===== src/rtl/pc8_sequencer_if.sv =====
// Control/status bundle between the pc8 sequencer and the rest of the CPU.
// The master side owns the instruction-memory and flag inputs. The slave side
// is the sequencer, which drives the PC, IR and register-file strobes.
interface pc8_sequencer_if;
    logic       START;
    logic       STALL;
    logic [7:0] INSTR;
    logic       ZF;
    logic       INC;
    logic       LOAD;
    logic [7:0] LOAD_ADDR;
    logic       IR_WE;
    logic       REG_WE;
    logic [7:0] RETIRED;
    logic [2:0] STATE;
    logic       HALTED;

    modport master (
        output START,
        output STALL,
        output INSTR,
        output ZF,
        input  INC,
        input  LOAD,
        input  LOAD_ADDR,
        input  IR_WE,
        input  REG_WE,
        input  RETIRED,
        input  STATE,
        input  HALTED
    );

    modport slave (
        input  START,
        input  STALL,
        input  INSTR,
        input  ZF,
        output INC,
        output LOAD,
        output LOAD_ADDR,
        output IR_WE,
        output REG_WE,
        output RETIRED,
        output STATE,
        output HALTED
    );
endinterface


===== src/rtl/pc8_sequencer.sv =====
// Fetch/decode/execute control FSM for the 8-bit CPU.
// It steps the PC (INC or LOAD), strobes the IR and the register file, and
// counts retired instructions. HLT is not counted as a retired instruction.
module pc8_sequencer #(
    parameter logic [3:0] JMP_OPC     = 4'h8,
    parameter logic [3:0] JZ_OPC      = 4'h9,
    parameter logic [3:0] HLT_OPC     = 4'hF,
    parameter logic [3:0] ALU_OPC_MAX = 4'h7
) (
    input  logic           CLK,
    input  logic           RST,
    pc8_sequencer_if.slave bus
);

    localparam logic [2:0] ST_IDLE   = 3'd0;
    localparam logic [2:0] ST_FETCH  = 3'd1;
    localparam logic [2:0] ST_DECODE = 3'd2;
    localparam logic [2:0] ST_EXEC   = 3'd3;
    localparam logic [2:0] ST_OPER   = 3'd4;
    localparam logic [2:0] ST_HALT   = 3'd5;

    logic [2:0] state_reg;
    logic [2:0] state_next;
    logic [3:0] opcode_reg;
    logic [3:0] opcode_next;
    logic [7:0] retired_reg;
    logic [7:0] retired_next;

    logic       is_alu_op;
    logic       jump_taken;

    // Opcodes 1..ALU_OPC_MAX write the register file. Everything else that
    // reaches EXEC (0, ALU_OPC_MAX+1..7, unlisted 8..E) behaves as a NOP.
    assign is_alu_op  = (opcode_reg != 4'h0) && (opcode_reg <= ALU_OPC_MAX);

    // OPER is only entered for JMP or JZ, so JMP or (JZ and ZF) means taken.
    assign jump_taken = (opcode_reg == JMP_OPC) ||
                        ((opcode_reg == JZ_OPC) && bus.ZF);

    // State, opcode and retired-count registers. Reset overrides all inputs.
    always_ff @(posedge CLK) begin
        if (RST) begin
            state_reg   <= ST_IDLE;
            opcode_reg  <= 4'h0;
            retired_reg <= 8'h00;
        end else begin
            state_reg   <= state_next;
            opcode_reg  <= opcode_next;
            retired_reg <= retired_next;
        end
    end

    // Next-state decode, plus the next values of the opcode and retired count.
    always_comb begin
        state_next   = state_reg;
        opcode_next  = opcode_reg;
        retired_next = retired_reg;
        case (state_reg)
            ST_IDLE: begin
                if (bus.START) begin
                    state_next = ST_FETCH;
                end
            end
            ST_FETCH: begin
                // A stalled fetch holds here until memory presents the byte.
                if (!bus.STALL) begin
                    opcode_next = bus.INSTR[7:4];
                    state_next  = ST_DECODE;
                end
            end
            ST_DECODE: begin
                if (opcode_reg == HLT_OPC) begin
                    state_next = ST_HALT;
                end else if ((opcode_reg == JMP_OPC) || (opcode_reg == JZ_OPC)) begin
                    state_next = ST_OPER;
                end else begin
                    state_next = ST_EXEC;
                end
            end
            ST_EXEC: begin
                retired_next = retired_reg + 8'd1;
                state_next   = ST_FETCH;
            end
            ST_OPER: begin
                // The operand byte is consumed only when memory is ready.
                if (!bus.STALL) begin
                    retired_next = retired_reg + 8'd1;
                    state_next   = ST_FETCH;
                end
            end
            ST_HALT: begin
                // START is ignored here; only reset leaves HALT.
                state_next = ST_HALT;
            end
            default: begin
                // Codes 6 and 7 are unreachable; recover to IDLE if they occur.
                state_next = ST_IDLE;
            end
        endcase
    end

    // Strobes and status outputs decoded from the current state and inputs.
    always_comb begin
        bus.INC       = 1'b0;
        bus.LOAD      = 1'b0;
        bus.LOAD_ADDR = 8'h00;
        bus.IR_WE     = 1'b0;
        bus.REG_WE    = 1'b0;
        bus.RETIRED   = retired_reg;
        bus.STATE     = state_reg;
        bus.HALTED    = (state_reg == ST_HALT);
        case (state_reg)
            ST_FETCH: begin
                if (!bus.STALL) begin
                    bus.IR_WE = 1'b1;
                    bus.INC   = 1'b1;
                end
            end
            ST_EXEC: begin
                bus.REG_WE = is_alu_op;
            end
            ST_OPER: begin
                if (!bus.STALL) begin
                    if (jump_taken) begin
                        bus.LOAD      = 1'b1;
                        bus.LOAD_ADDR = bus.INSTR;
                    end else begin
                        // Not-taken JZ steps the PC past its operand byte.
                        bus.INC = 1'b1;
                    end
                end
            end
            default: begin
            end
        endcase
    end

endmodule


===== src/flat_wrapper.sv =====
// flat-port wrapper written by rule: the top's interface ports become plain ports
module pc8_sequencer_flat 
#(
    parameter logic [3:0] JMP_OPC     = 4'h8,
    parameter logic [3:0] JZ_OPC      = 4'h9,
    parameter logic [3:0] HLT_OPC     = 4'hF,
    parameter logic [3:0] ALU_OPC_MAX = 4'h7
)
  (CLK, RST, bus_START, bus_STALL, bus_INSTR, bus_ZF, bus_INC, bus_LOAD, bus_LOAD_ADDR, bus_IR_WE, bus_REG_WE, bus_RETIRED, bus_STATE, bus_HALTED);
  pc8_sequencer_if bus_i ();
  input  logic CLK;
  input  logic RST;
  input wire logic [$bits(bus_i.START)-1:0] bus_START;
  input wire logic [$bits(bus_i.STALL)-1:0] bus_STALL;
  input wire logic [$bits(bus_i.INSTR)-1:0] bus_INSTR;
  input wire logic [$bits(bus_i.ZF)-1:0] bus_ZF;
  output wire logic [$bits(bus_i.INC)-1:0] bus_INC;
  output wire logic [$bits(bus_i.LOAD)-1:0] bus_LOAD;
  output wire logic [$bits(bus_i.LOAD_ADDR)-1:0] bus_LOAD_ADDR;
  output wire logic [$bits(bus_i.IR_WE)-1:0] bus_IR_WE;
  output wire logic [$bits(bus_i.REG_WE)-1:0] bus_REG_WE;
  output wire logic [$bits(bus_i.RETIRED)-1:0] bus_RETIRED;
  output wire logic [$bits(bus_i.STATE)-1:0] bus_STATE;
  output wire logic [$bits(bus_i.HALTED)-1:0] bus_HALTED;
  assign bus_i.START = bus_START;
  assign bus_i.STALL = bus_STALL;
  assign bus_i.INSTR = bus_INSTR;
  assign bus_i.ZF = bus_ZF;
  assign bus_INC = bus_i.INC;
  assign bus_LOAD = bus_i.LOAD;
  assign bus_LOAD_ADDR = bus_i.LOAD_ADDR;
  assign bus_IR_WE = bus_i.IR_WE;
  assign bus_REG_WE = bus_i.REG_WE;
  assign bus_RETIRED = bus_i.RETIRED;
  assign bus_STATE = bus_i.STATE;
  assign bus_HALTED = bus_i.HALTED;
  pc8_sequencer #(.JMP_OPC(JMP_OPC), .JZ_OPC(JZ_OPC), .HLT_OPC(HLT_OPC), .ALU_OPC_MAX(ALU_OPC_MAX)) u_core (.CLK(CLK), .RST(RST), .bus(bus_i));
endmodule

===== config.mk =====
export PLATFORM = sky130hd
export DESIGN_NAME = pc8_sequencer_flat
export DESIGN_NICKNAME = d
export VERILOG_FILES = /design/src/rtl/pc8_sequencer_if.sv /design/src/rtl/pc8_sequencer.sv /design/src/flat_wrapper.sv
export SDC_FILE = /design/constraint.sdc
export NUM_CORES = 1
export LEC_CHECK = 0
export BUFFER_PORTS_ARGS = -buffer_cell sky130_fd_sc_hd__clkbuf_2
export CAP_MARGIN = 25
export CORE_AREA = 5 5 49 51
export DETAILED_ROUTE_END_ITERATION = 12
export DIE_AREA = 0 0 54 56
export PLACE_DENSITY = 0.77
export SYNTH_ARGS = -nofsm -noshare
export SYNTH_HDL_FRONTEND = slang
export SYNTH_SLANG_ARGS = --single-unit

===== constraint.sdc =====
create_clock -name CLK -period 2.3 [get_ports CLK]
set_input_delay 0.46 -clock CLK [delete_from_list [all_inputs] [get_ports CLK]]
set_output_delay 0.46 -clock CLK [all_outputs]
set_load 0.05 [all_outputs]

# Word level (Yosys, flattened, before mapping)
# Cells that the tools add are included.
# W data, S select, Z words.
# op_classes
addsub	1
n_lt_le_gt_ge	1
n_eq_ne	11
n_mux	20
bitwise	1
n_reduce_logical	10
# op_table
operator	count
$mux W8	4
$pmux W3 S6	1
$pmux W8 S2	1
$mux W3	5
$eq A4 B4 Y1 const B	3
$add A8 B1 Y8 const B	1
$mux W1	8
$eq A3 B2 Y1 const B	2
$eq A3 B3 Y1 const B	2
$ne A2 B2 Y1 const B	3
$le A4 B3 Y1 const B	1
$reduce_and A2 Y1	2
$reduce_bool A4 Y1	1
$eq A3 B1 Y1 const B	1
$logic_not A3 Y1	1
$reduce_and A3 Y1	1
$logic_and A1 B1 Y1	2
$logic_or A1 B1 Y1	2
$pmux W1 S2	1
$reduce_bool A2 Y1	1
$not A1 Y1	1
# word_totals
register_bits	15
inputBits	13
output_inout_bits	24
elab_cells	47

# Depth between registers and ports, before layout
# Gate-level depths: netlist of the first run.
# depth
word_depth	6
mapped_depth	5
mapped_depth_nobuf	4

# Worst setup path before layout of the first run
# Ideal clock, no wire load.
# synth_timing
kind	reg2out
startpoint	reg u_core.state_reg[0] (netlist: u_core.bus.STATE[0])
endpoint	out bus_REG_WE
t_arrival_ps	2658
required_ps	1840
slack_ps	-818
stages_incl_launch_ff	4
n_path_buf	1
path_cell_list	dfxtp_1 buf_4 nand2b_4 nor4b_1
# synth_between
elab_chain_len	2
# synth_rtl
element	line	rtl
from (decl)	pc8_sequencer.sv:22	logic [2:0] state_reg;
from (signal assigned)	pc8_sequencer.sv:47	state_reg <= state_next;
$eq A3 B2 Y1	pc8_sequencer.sv:112	case (state_reg)
$mux W1	pc8_sequencer.sv:112	
to (decl)	flat_wrapper.sv:21	output wire logic [$bits(bus_i.REG_WE)-1:0] bus_REG_WE;
# No other way between the ends.

# Worst setup path after layout of the first run
# layout_timing
startpoint	reg u_core.opcode_reg[3]
endpoint	out bus_LOAD_ADDR[6]
# layout_between
elab_chain_len	6
elab_cells_between_ends	7
cone_classes	eq/ne (2); mux (3); reduce/logical (2)
# layout_rtl
element	line	rtl
from (decl)	pc8_sequencer.sv:24	logic [3:0] opcode_reg;
from (signal assigned)	pc8_sequencer.sv:48	opcode_reg <= opcode_next;
$eq A4 B4 Y1	pc8_sequencer.sv:38	((opcode_reg == JZ_OPC) && bus.ZF);
$logic_and A1 B1 Y1	pc8_sequencer.sv:38	
$logic_or A1 B1 Y1 (*)	pc8_sequencer.sv:37	assign jump_taken = (opcode_reg == JMP_OPC) ||
$mux W8 (*)	pc8_sequencer.sv:124	if (jump_taken) begin
$mux W8 (*)	pc8_sequencer.sv:123	if (!bus.STALL) begin
$mux W8 (*)	pc8_sequencer.sv:112	
to (decl)	flat_wrapper.sv:19	output wire logic [$bits(bus_i.LOAD_ADDR)-1:0] bus_LOAD_ADDR;
# Every way passes the cells marked *; elsewhere a longest branch is shown, timed or not.

==> results.yml, run 1 <==
outcome:
  status: "completed"
route:
  drcViolationCount: 0
  avgViaCountPerCell: 5.20
  vias: 864
  final_antenna_net_count: 0
  detail_route.wirelength_mm: 2.15
  drtPass1Iterations: 4
  drt_iter0_drc: 16
  routedWlPerCell_um: 13.0
grt:
  grtUsageTotal_pct: 15.5
  grt.overflow.total: 0
  grt_pass1_wl_mm: 3.56
  met2_usage_pct: 27.0
  grtUsageMet3_pct: 2.41
  antenna_found_initial: 0
  grt_max_degree: 16
  grt_pass1_vias: 817
  use_met1_pct: 17.2
  grt_busiest_layer: "met2"
flow_run:
  maxCapViolCount: 0
synth:
  synth_xor_area_share_pct: 5.06
  synth_seq_area_share_pct: 34.7
  synth_top_family_by_area: "simple AND/OR/NAND/NOR gates"
  ys_ff_latch: 15
  yosysTopAreaCell: "dfxtp_1"
  syn-instance-count: 99
  ys_types: 40
  synthAdderAreaFrac_pct: 1.45
  synth_common_cells: "nor2_1, dfxtp_1, and2_1, mux2i_1, o21ai_0"
  muxShareOfSynthArea_pct: 5.78
  netlist_area_um2: 866
  synth-edff-count: 0
  synth_top_area_share_pct: 34.7
  synth.area.top_cells: "dfxtp_1, nor2_1, and2_1"
  synth-compound-area-share_pct: 14.9
  synth_simple_gate_area_share_pct: 33.5
  synth_ff_type: "dfxtp_1"
  yosysMostFrequentCell: "nor2_1"
  async_flop_share_pct: 0
  yosysWarnings: 0
  syn_avg_cell_area_um2: 8.75
  syn_nets: 113
floorplanning:
  row_count: 16
  dieArea_mm2: 0.00302
  die_x_um: 54
  core_mm2: 0.00190
  start_util_pct: 45.5
  die_h_um: 56
  io_pins: 37
clocking:
  clk_pin_slew_ps: 80
  cts_sinks: 15
  ctsHoldBuffers: 0
  insertion_delay_ps: 270
  cts_root_buffer: "clkbuf_4"
  cts_buffers: 3
  cts_tree: "yes"
  clock_path_buffers: 2
  h-tree-depth: 1
sta:
  whs_ps: 441
  fin_skew_ps: 2.47
  worst_slew_pin_slew_ps: 335
  report.final.slew_viol_count: 0
  timing.fmax_mhz: 462
  setup_slack_ps: 134
  period_share_pct: 94.2
  setup_violations: 0
  slew_headroom_pct: 77.1
  period_needed_ps: 2170
  hold_violations: 0
place:
  place_area_mm2: 0.00109
  portBuffers: 36
  dp.cells: 160
  dpl_worst_slack_ps: 26.9
  place_congestion: 0.782
  hpwl_mm: 1.64
pwr:
  p_per_area_mw_per_mm2: 586
  peakVddDrop_mv: 0.410
  total_leakage_power_nw: 0.511
layout:
  final_nets: 154
  largest_register_ffs: 8
  final_layout_size_suffix_gt1_share_pct: 46.0
  area_delta_synth_final_pct: 32.1
  insertedDiodeCount: 0
  fin_area_mm2: 0.00114
  final_cell_count_no_fill: 166
worst_setup_path:
  crit_path_end_kind: "output port"
  crit_path_cell_trace: "nor3b_2 > o21ai_1 > nor2b_2 > and2_2 > buf_2"
  cp.arrival_ps: 1710
  critical_path_class: "reg2out"
  cp_num_buf_inv: 1
  cp_slowest_stage_delay_ps: 390
  required_ps: 1840
  slowest_stage: "dfxtp_1"
  cp-start-kind: "flip-flop"
  crit_family: "simple AND/OR/NAND/NOR gates"
  crit_fanout: 5
worst_hold_path:
  hp-class: "in2reg"
worst paths after layout:
kind,from,endpoint,slack [ps],cells after the start
setup / recovery,u_core.opcode_reg[3]$_SDFFE_PP0P_,bus_LOAD_ADDR[6],130,5
hold / removal,bus_INSTR[6],u_core.opcode_reg[2]$_SDFFE_PP0P_,440,3
setup reg to reg,u_core.bus.STATE[2]$_SDFFE_PP0P_,u_core.bus.RETIRED[6]$_SDFFE_PP0P_,750,5
hold reg to reg,u_core.bus.RETIRED[6]$_SDFFE_PP0P_,u_core.bus.RETIRED[6]$_SDFFE_PP0P_,520,2
through the flow:
step / TNS [ps] / util (%) / total power, mW
after floorplan: -134 / - / 0.474
after global placement: 0 / 57.4 / 0.522
after detailed placement: 0 / 57.4 / 0.527
after CTS: 0 / 59.1 / 0.676
after global routing: -121 / 60.1 / 0.714
final: 0 / 60.1 / 0.670
timing repair:
item,4_1_cts,5_1_grt
cloned,0,1
resized for setup,2,11
endpoints found under the setup margin,9,8
buffers inserted,0,1
hold endpoints to repair,0,0
metal layers:
metal  up-vias  wire (µm)
met4         0         39
met2        15       1220
li1        430          -
met3         4         49
met5         -          0
met1       415        841
where the power goes:
part / leakage [nW] / switching (mW) / internal, mW
sequential: 0.122 / 0.0240 / 0.277
combinational: 0.374 / 0.140 / 0.0826
clock: 0.0150 / 0.0790 / 0.0671
total: 0.511 / 0.243 / 0.427
area by class of cell:
cell class,count,area (µm²)
Timing Repair Buffer,41,218
Fill cell,183,758
Multi-Input combinational cell,78,558
Sequential cell,15,304
Inverter,1,3.75
Tap cell,27,33.8
Clock buffer,4,26.3
cells by family (layout without fill, tap and decap cells):
logic type               Yosys count  in the layout
multiplexers                       5              5
buffers and inverters              7             46
AND/OR/NAND/NOR                   48             49
XOR/XNOR                           5              5
adder cells (fa/ha/maj)            1              1
flip-flops                        15             15
AO/OA/AOI/OAI                     18             18
layout by cell type, fill, tap and decap left out, types with 2 or more instances in the layout:
cell type | synthesis | final
clkbuf_4 | 0 | 3
clkbuf_2 | 0 | 28
buf_4 | 1 | 5
nand4_1 | 2 | 2
dfxtp_1 | 15 | 14
nand2b_1 | 3 | 3
nor3_1 | 4 | 4
and2_2 | 0 | 8
buf_2 | 2 | 8
o21ai_0 | 5 | 4
mux2i_1 | 5 | 5
nor2_1 | 16 | 16
nor2b_2 | 0 | 2
xor2_1 | 4 | 4
o2111ai_1 | 2 | 2
nand2_1 | 2 | 2
a21oi_1 | 2 | 2
worst reg2reg max path, stage by stage (launching register included):
cell and delay [ps]:
dfxtp_4 420, nor4b_4 290, buf_4 200, o21ai_2 80, or3_1 350, a21oi_1 150
(Power assumes the default switching activity.)
==> run 2, diff against run 1 <==
--- a/config.mk
+++ b/config.mk
@@ -5,7 +5,7 @@
 export SDC_FILE = /design/constraint.sdc
 export NUM_CORES = 1
 export LEC_CHECK = 0
-export BUFFER_PORTS_ARGS = -buffer_cell sky130_fd_sc_hd__clkbuf_2
+export BUFFER_PORTS_ARGS = -buffer_cell sky130_fd_sc_hd__buf_4
 export CAP_MARGIN = 25
 export CORE_AREA = 5 5 49 51
 export DETAILED_ROUTE_END_ITERATION = 12
==> run 2 against run 1 <==
Net effect:
- flip-flop and latch count did not move
- global-route usage grew 0.39 points
- final area increased by 7.5%
- clock-buffer cell count unchanged
- combinational power is 8% higher
- clock skew is 1.9 ps lower
- first-iteration DRC count down 25%
==> results.yml, run 2 (synthesis gave the netlist of run 1 again) <==
sta:
  report.final.slew_viol_count: 0
  timing.fmax_mhz: 461
  setup_violations: 0
  period_share_pct: 94.2
  fin_skew_ps: 0.531
  period_needed_ps: 2170
  setup_slack_ps: 133
  worst_slew_pin_slew_ps: 394
  hold_violations: 0
  slew_headroom_pct: 73.1
  rsz0062_at_grt: "false"
floorplanning:
  start_util_pct: 45.5
  core_mm2: 0.00190
  dieArea_mm2: 0.00302
  io_pins: 37
  die_x_um: 54
  die_h_um: 56
  row_count: 16
place:
  portBuffers: 36
  dpl_worst_slack_ps: 101
  place_congestion: 0.798
  hpwl_mm: 1.68
worst_setup_path:
  cp-start-kind: "flip-flop"
  required_ps: 1840
  ff2ff_path_depth: 5
  critical_path_class: "reg2out"
  crit_family: "simple AND/OR/NAND/NOR gates"
  slowest_stage: "dfxtp_2"
  cp_num_buf_inv: 1
  cp.arrival_ps: 1710
  crit_fanout: 14
  crit_path_cell_trace: "nor4b_4 > nor2b_2 > and2_2 > buf_4"
  reg2reg_to: "u_core.bus.RETIRED[6]$_SDFFE_PP0P_"
  crit_path_end_kind: "output port"
  cp.depth: 4
  cp_slowest_stage_delay_ps: 460
  crit_end: "bus_LOAD_ADDR[7]"
  cp-startpoint: "u_core.bus.STATE[2]$_SDFFE_PP0P_"
  r2r_setup_slack_ps: 710
  worstReg2RegStart: "u_core.bus.STATE[2]$_SDFFE_PP0P_"
layout:
  largest_register_ffs: 8
  final_nets: 153
  area_delta_synth_final_pct: 42.1
  final_common_cell: "buf_4"
  final_cell_mix: "buf_4, nor2_1, dfxtp_1, and2_2, mux2i_1"
  insertedDiodeCount: 0
  final_layout_size_suffix_gt1_share_pct: 45.7
  fillerInstances: 171
worst_hold_path:
  min_from: "bus_INSTR[6]"
  hp-class: "in2reg"
pwr:
  total_leakage_power_nw: 0.523
  p_per_area_mw_per_mm2: 558
  p_total_mw: 0.687
  peakVddDrop_mv: 0.440
grt:
  grt_max_degree: 16
  grtUsageTotal_pct: 15.9
  grt_pass1_wl_mm: 3.64
  antenna_found_initial: 0
  grt_pass1_vias: 777
  grt.overflow.total: 0
route:
  avgViaCountPerCell: 5.10
  drt_iter0_drc: 12
  detail_route.wirelength_mm: 2.28
  drtPass1Iterations: 4
  vias: 841
  drcViolationCount: 0
  final_antenna_net_count: 0
  routedWlPerCell_um: 13.8
clocking:
  h-tree-depth: 1
  cts_buffers: 3
  clk_pin_slew_ps: 80
  cts_tree: "yes"
  clock_path_buffers: 2
  insertion_delay_ps: 270
  cts_root_buffer: "clkbuf_4"
  cts_sinks: 15
outcome:
  status: "completed"
flow_run:
  maxCapViolCount: 0
==> run 2: area by class of cell <==
cell class	count	area, µm²	area share, %
multi-input cells	78	564	45.9
flip-flops and latches	15	302	24.5
repair buffers	40	300	24.4
well taps	27	33.8	2.75
clock buffers	4	26.3	2.14
inverters	1	3.75	0.305
==> run 2: worst register-to-register path: stages, from the launching register on <==
cell     delay [ps]
dfxtp_2         460
nor4b_4         300
buf_4           200
o21ai_2          80
or3_1           350
a21oi_1         130
==> run 2: where the power goes <==
part           total [mW]  switching (mW)  internal (mW)
logic               0.241           0.141          0.100
registers           0.302          0.0254          0.276
clock network       0.143          0.0763         0.0672
total               0.687           0.243          0.444
==> run 2: repair_timing <==
item	4_1_cts	5_1_grt
buffers inserted	0	0
gates cloned	0	1
gates resized for setup	2	3
setup endpoints to repair	9	8
hold buffers	0	0
==> run 2: how the worst min path moves through the flow <==
stage / to / slack [ps] / cells past startpoint
final: u_core.opcode_reg[2]$_SDFFE_PP0P_ / 430 / 3
after global routing: u_core.opcode_reg[3]$_SDFFE_PP0P_ / 420 / 3
after CTS: u_core.opcode_reg[2]$_SDFFE_PP0P_ / 430 / 3
after detailed placement: u_core.bus.RETIRED[6]$_SDFFE_PP0P_ / 500 / 2
after global placement: u_core.bus.RETIRED[6]$_SDFFE_PP0P_ / 490 / 2
after floorplan: u_core.opcode_reg[0]$_SDFFE_PP0P_ / 500 / 2
==> run 2: layer usage <==
layer	up-vias	global-route usage, %	share of wire (%)
met2	13	27.5	56
li1	431	-	-
met1	395	18.9	40
met5	-	0	0
met3	2	4.02	2.6
met4	0	4.27	1.0
==> run 2: through the flow <==
stage | util, % | setup TNS, ps | area [µm²] | hold slack, ps | std cells
2_1_floorplan | - | -134 | 885 | 499 | 99
3_3_place_gp | 62.1 | 0 | 1180 | 486 | 160
3_5_place_dp | 62.1 | 0 | 1180 | 497 | 160
4_1_cts | 63.9 | 0 | 1210 | 426 | 164
5_1_grt | 64.7 | 0 | 1230 | 420 | 165
6_report | 64.7 | 0 | 1230 | 432 | 165
==> run 3, diff against run 2 <==
--- a/config.mk
+++ b/config.mk
@@ -7,10 +7,9 @@
 export LEC_CHECK = 0
 export BUFFER_PORTS_ARGS = -buffer_cell sky130_fd_sc_hd__buf_4
 export CAP_MARGIN = 25
-export CORE_AREA = 5 5 49 51
+export CORE_AREA = 5 5 56 58
 export DETAILED_ROUTE_END_ITERATION = 12
-export DIE_AREA = 0 0 54 56
-export PLACE_DENSITY = 0.77
+export DIE_AREA = 0 0 61 63
 export SYNTH_ARGS = -nofsm -noshare
 export SYNTH_HDL_FRONTEND = slang
 export SYNTH_SLANG_ARGS = --single-unit
==> run 3 against run 2 <==
Net effect:
- sequential power hardly changed
- flip-flop and latch count is the same
- sequential share of layout area rose by 0.18 points
- non-clock buffer count rose by 1
- via count grew 2.0%
- combinational power about the same
- hold slack lost 6.2 ps
- critical endpoint is now bus_LOAD_ADDR[4]
- largest power group unchanged
==> results.yml, run 3 (synthesis gave the netlist of run 1 again) <==
pwr:
  peakVddDrop_mv: 0.346
  p_per_area_mw_per_mm2: 556
  total_leakage_power_nw: 0.531
route:
  wl_met3_um: 107
  drt_iter0_drc: 15
  avgViaCountPerCell: 5.08
  vias: 858
  wl_met2_mm: 1.05
  final_antenna_net_count: 0
  met1Wirelength_um: 942
  routedWlPerCell_um: 12.5
  drcViolationCount: 0
  drtPass1Iterations: 4
  detail_route.wirelength_mm: 2.11
  highest_layer: "met4"
floorplanning:
  io_pins: 37
  die_h_um: 63
  die_x_um: 61
  row_count: 19
  start_util_pct: 33.1
  core_mm2: 0.00262
  dieArea_mm2: 0.00384
clocking:
  cts_buffers: 3
  h-tree-depth: 1
  insertion_delay_ps: 280
  clk_pin_slew_ps: 90
  cts_sinks: 15
  clock_path_buffers: 2
  ctsHoldBuffers: 0
  postCtsSetupBuffers: 0
  cts_root_buffer: "clkbuf_4"
  cts_tree: "yes"
grt:
  grt_pass1_vias: 836
  grtUsageTotal_pct: 12.6
  grt_pass1_wl_mm: 3.86
  antenna_found_initial: 0
  grt.overflow.total: 0
  grt_max_degree: 16
sta:
  setup_slack_ps: 191
  period_needed_ps: 2110
  report.final.slew_viol_count: 0
  timing.fmax_mhz: 474
  whs_ps: 426
  hold_violations: 0
  fin_skew_ps: 1.28
  slew_headroom_pct: 78.0
  period_share_pct: 91.7
  worst_slew_pin_slew_ps: 322
  setup_violations: 0
  rsz0062_at_grt: "false"
place:
  dpl_worst_slack_ps: 310
  portBuffers: 36
  place_congestion: 0.787
  hpwl_mm: 1.70
flow_run:
  maxCapViolCount: 0
worst_setup_path:
  required_ps: 1840
  cp-startpoint: "u_core.opcode_reg[2]$_SDFFE_PP0P_"
  cp-start-kind: "flip-flop"
  crit_fanout: 9
  worstReg2RegStart: "u_core.bus.STATE[2]$_SDFFE_PP0P_"
  critical_path_class: "reg2out"
  crit_path_end_kind: "output port"
  cp.arrival_ps: 1650
layout:
  fillerInstances: 280
  area_delta_synth_final_pct: 42.8
  insertedDiodeCount: 0
  final_layout_size_suffix_gt1_share_pct: 46.4
  final_common_cell: "buf_4"
  final_nets: 153
  final_cell_mix: "buf_4, nor2_1, dfxtp_1, and2_2"
  largest_register_ffs: 8
worst_hold_path:
  hp-class: "in2reg"
  min_from: "bus_INSTR[6]"
outcome:
  status: "completed"
run 3: cell types whose count changed in the layout (fill, tap and decap cells not counted), sizes merged:
| cell | before | now |
|---|---|---|
| nor2b | 3 | 2 |
| buf | 40 | 41 |
| clkinv | 0 | 1 |
| clkbuf | 4 | 3 |
run 3: final timing paths:
kind	endpoint	slack, ps	cells after the start
setup / recovery	bus_LOAD_ADDR[4]	190	6
hold / removal	u_core.opcode_reg[2]$_SDFFE_PP0P_	430	3
setup reg to reg	u_core.bus.RETIRED[6]$_SDFFE_PP0P_	780	5
hold reg to reg	u_core.bus.RETIRED[6]$_SDFFE_PP0P_	510	2
run 3: final cells by class:
type	count	area, µm²	area share, %
Multi-Input combinational cell	77	553	44.7
Clock buffer	3	22.5	1.82
Tap cell	31	38.8	3.14
Clock inverter	1	5.00	0.405
Inverter	1	3.75	0.304
Sequential cell	15	305	24.7
Timing Repair Buffer	41	308	24.9
run 3: what timing repair did:
action,4_1_cts,5_1_grt
gates resized for setup,1,3
endpoints found under the setup margin,3,8
pin swaps,0,0
run 3: metrics by stage:
step / util (%) / setup TNS [ps] / instances / power, mW / cell area (µm²)
floorplan: - / -134 / 99 / 0.474 / 885
global placement: 45.6 / 0 / 165 / 0.543 / 1190
detailed placement: 45.6 / 0 / 165 / 0.544 / 1190
CTS: 46.9 / 0 / 169 / 0.692 / 1230
global route: 47.3 / 0 / 169 / 0.730 / 1240
finish: 47.3 / 0 / 169 / 0.688 / 1240
run 3: worst max-delay path: stages, from the launching register on:
cell	delay, ps
dfxtp_1	370
nor3b_4	230
o21ai_0	140
nor2b_1	140
buf_4	160
and2_2	140
buf_4	190
run 3: report_power, final:
group	leakage [nW]	internal (mW)	total, mW	switching, mW
Sequential	0.123	0.277	0.302	0.0244
Combinational	0.390	0.0997	0.238	0.139
Clock	0.0177	0.0644	0.148	0.0832
Total	0.531	0.441	0.688	0.246
run 3: routing by layer:
layer | up-vias | track usage [%]
met5 | - | 0
met4 | 0 | 3.25
met3 | 2 | 2.89
met2 | 19 | 20.5
met1 | 403 | 16.4
li1 | 434 | -
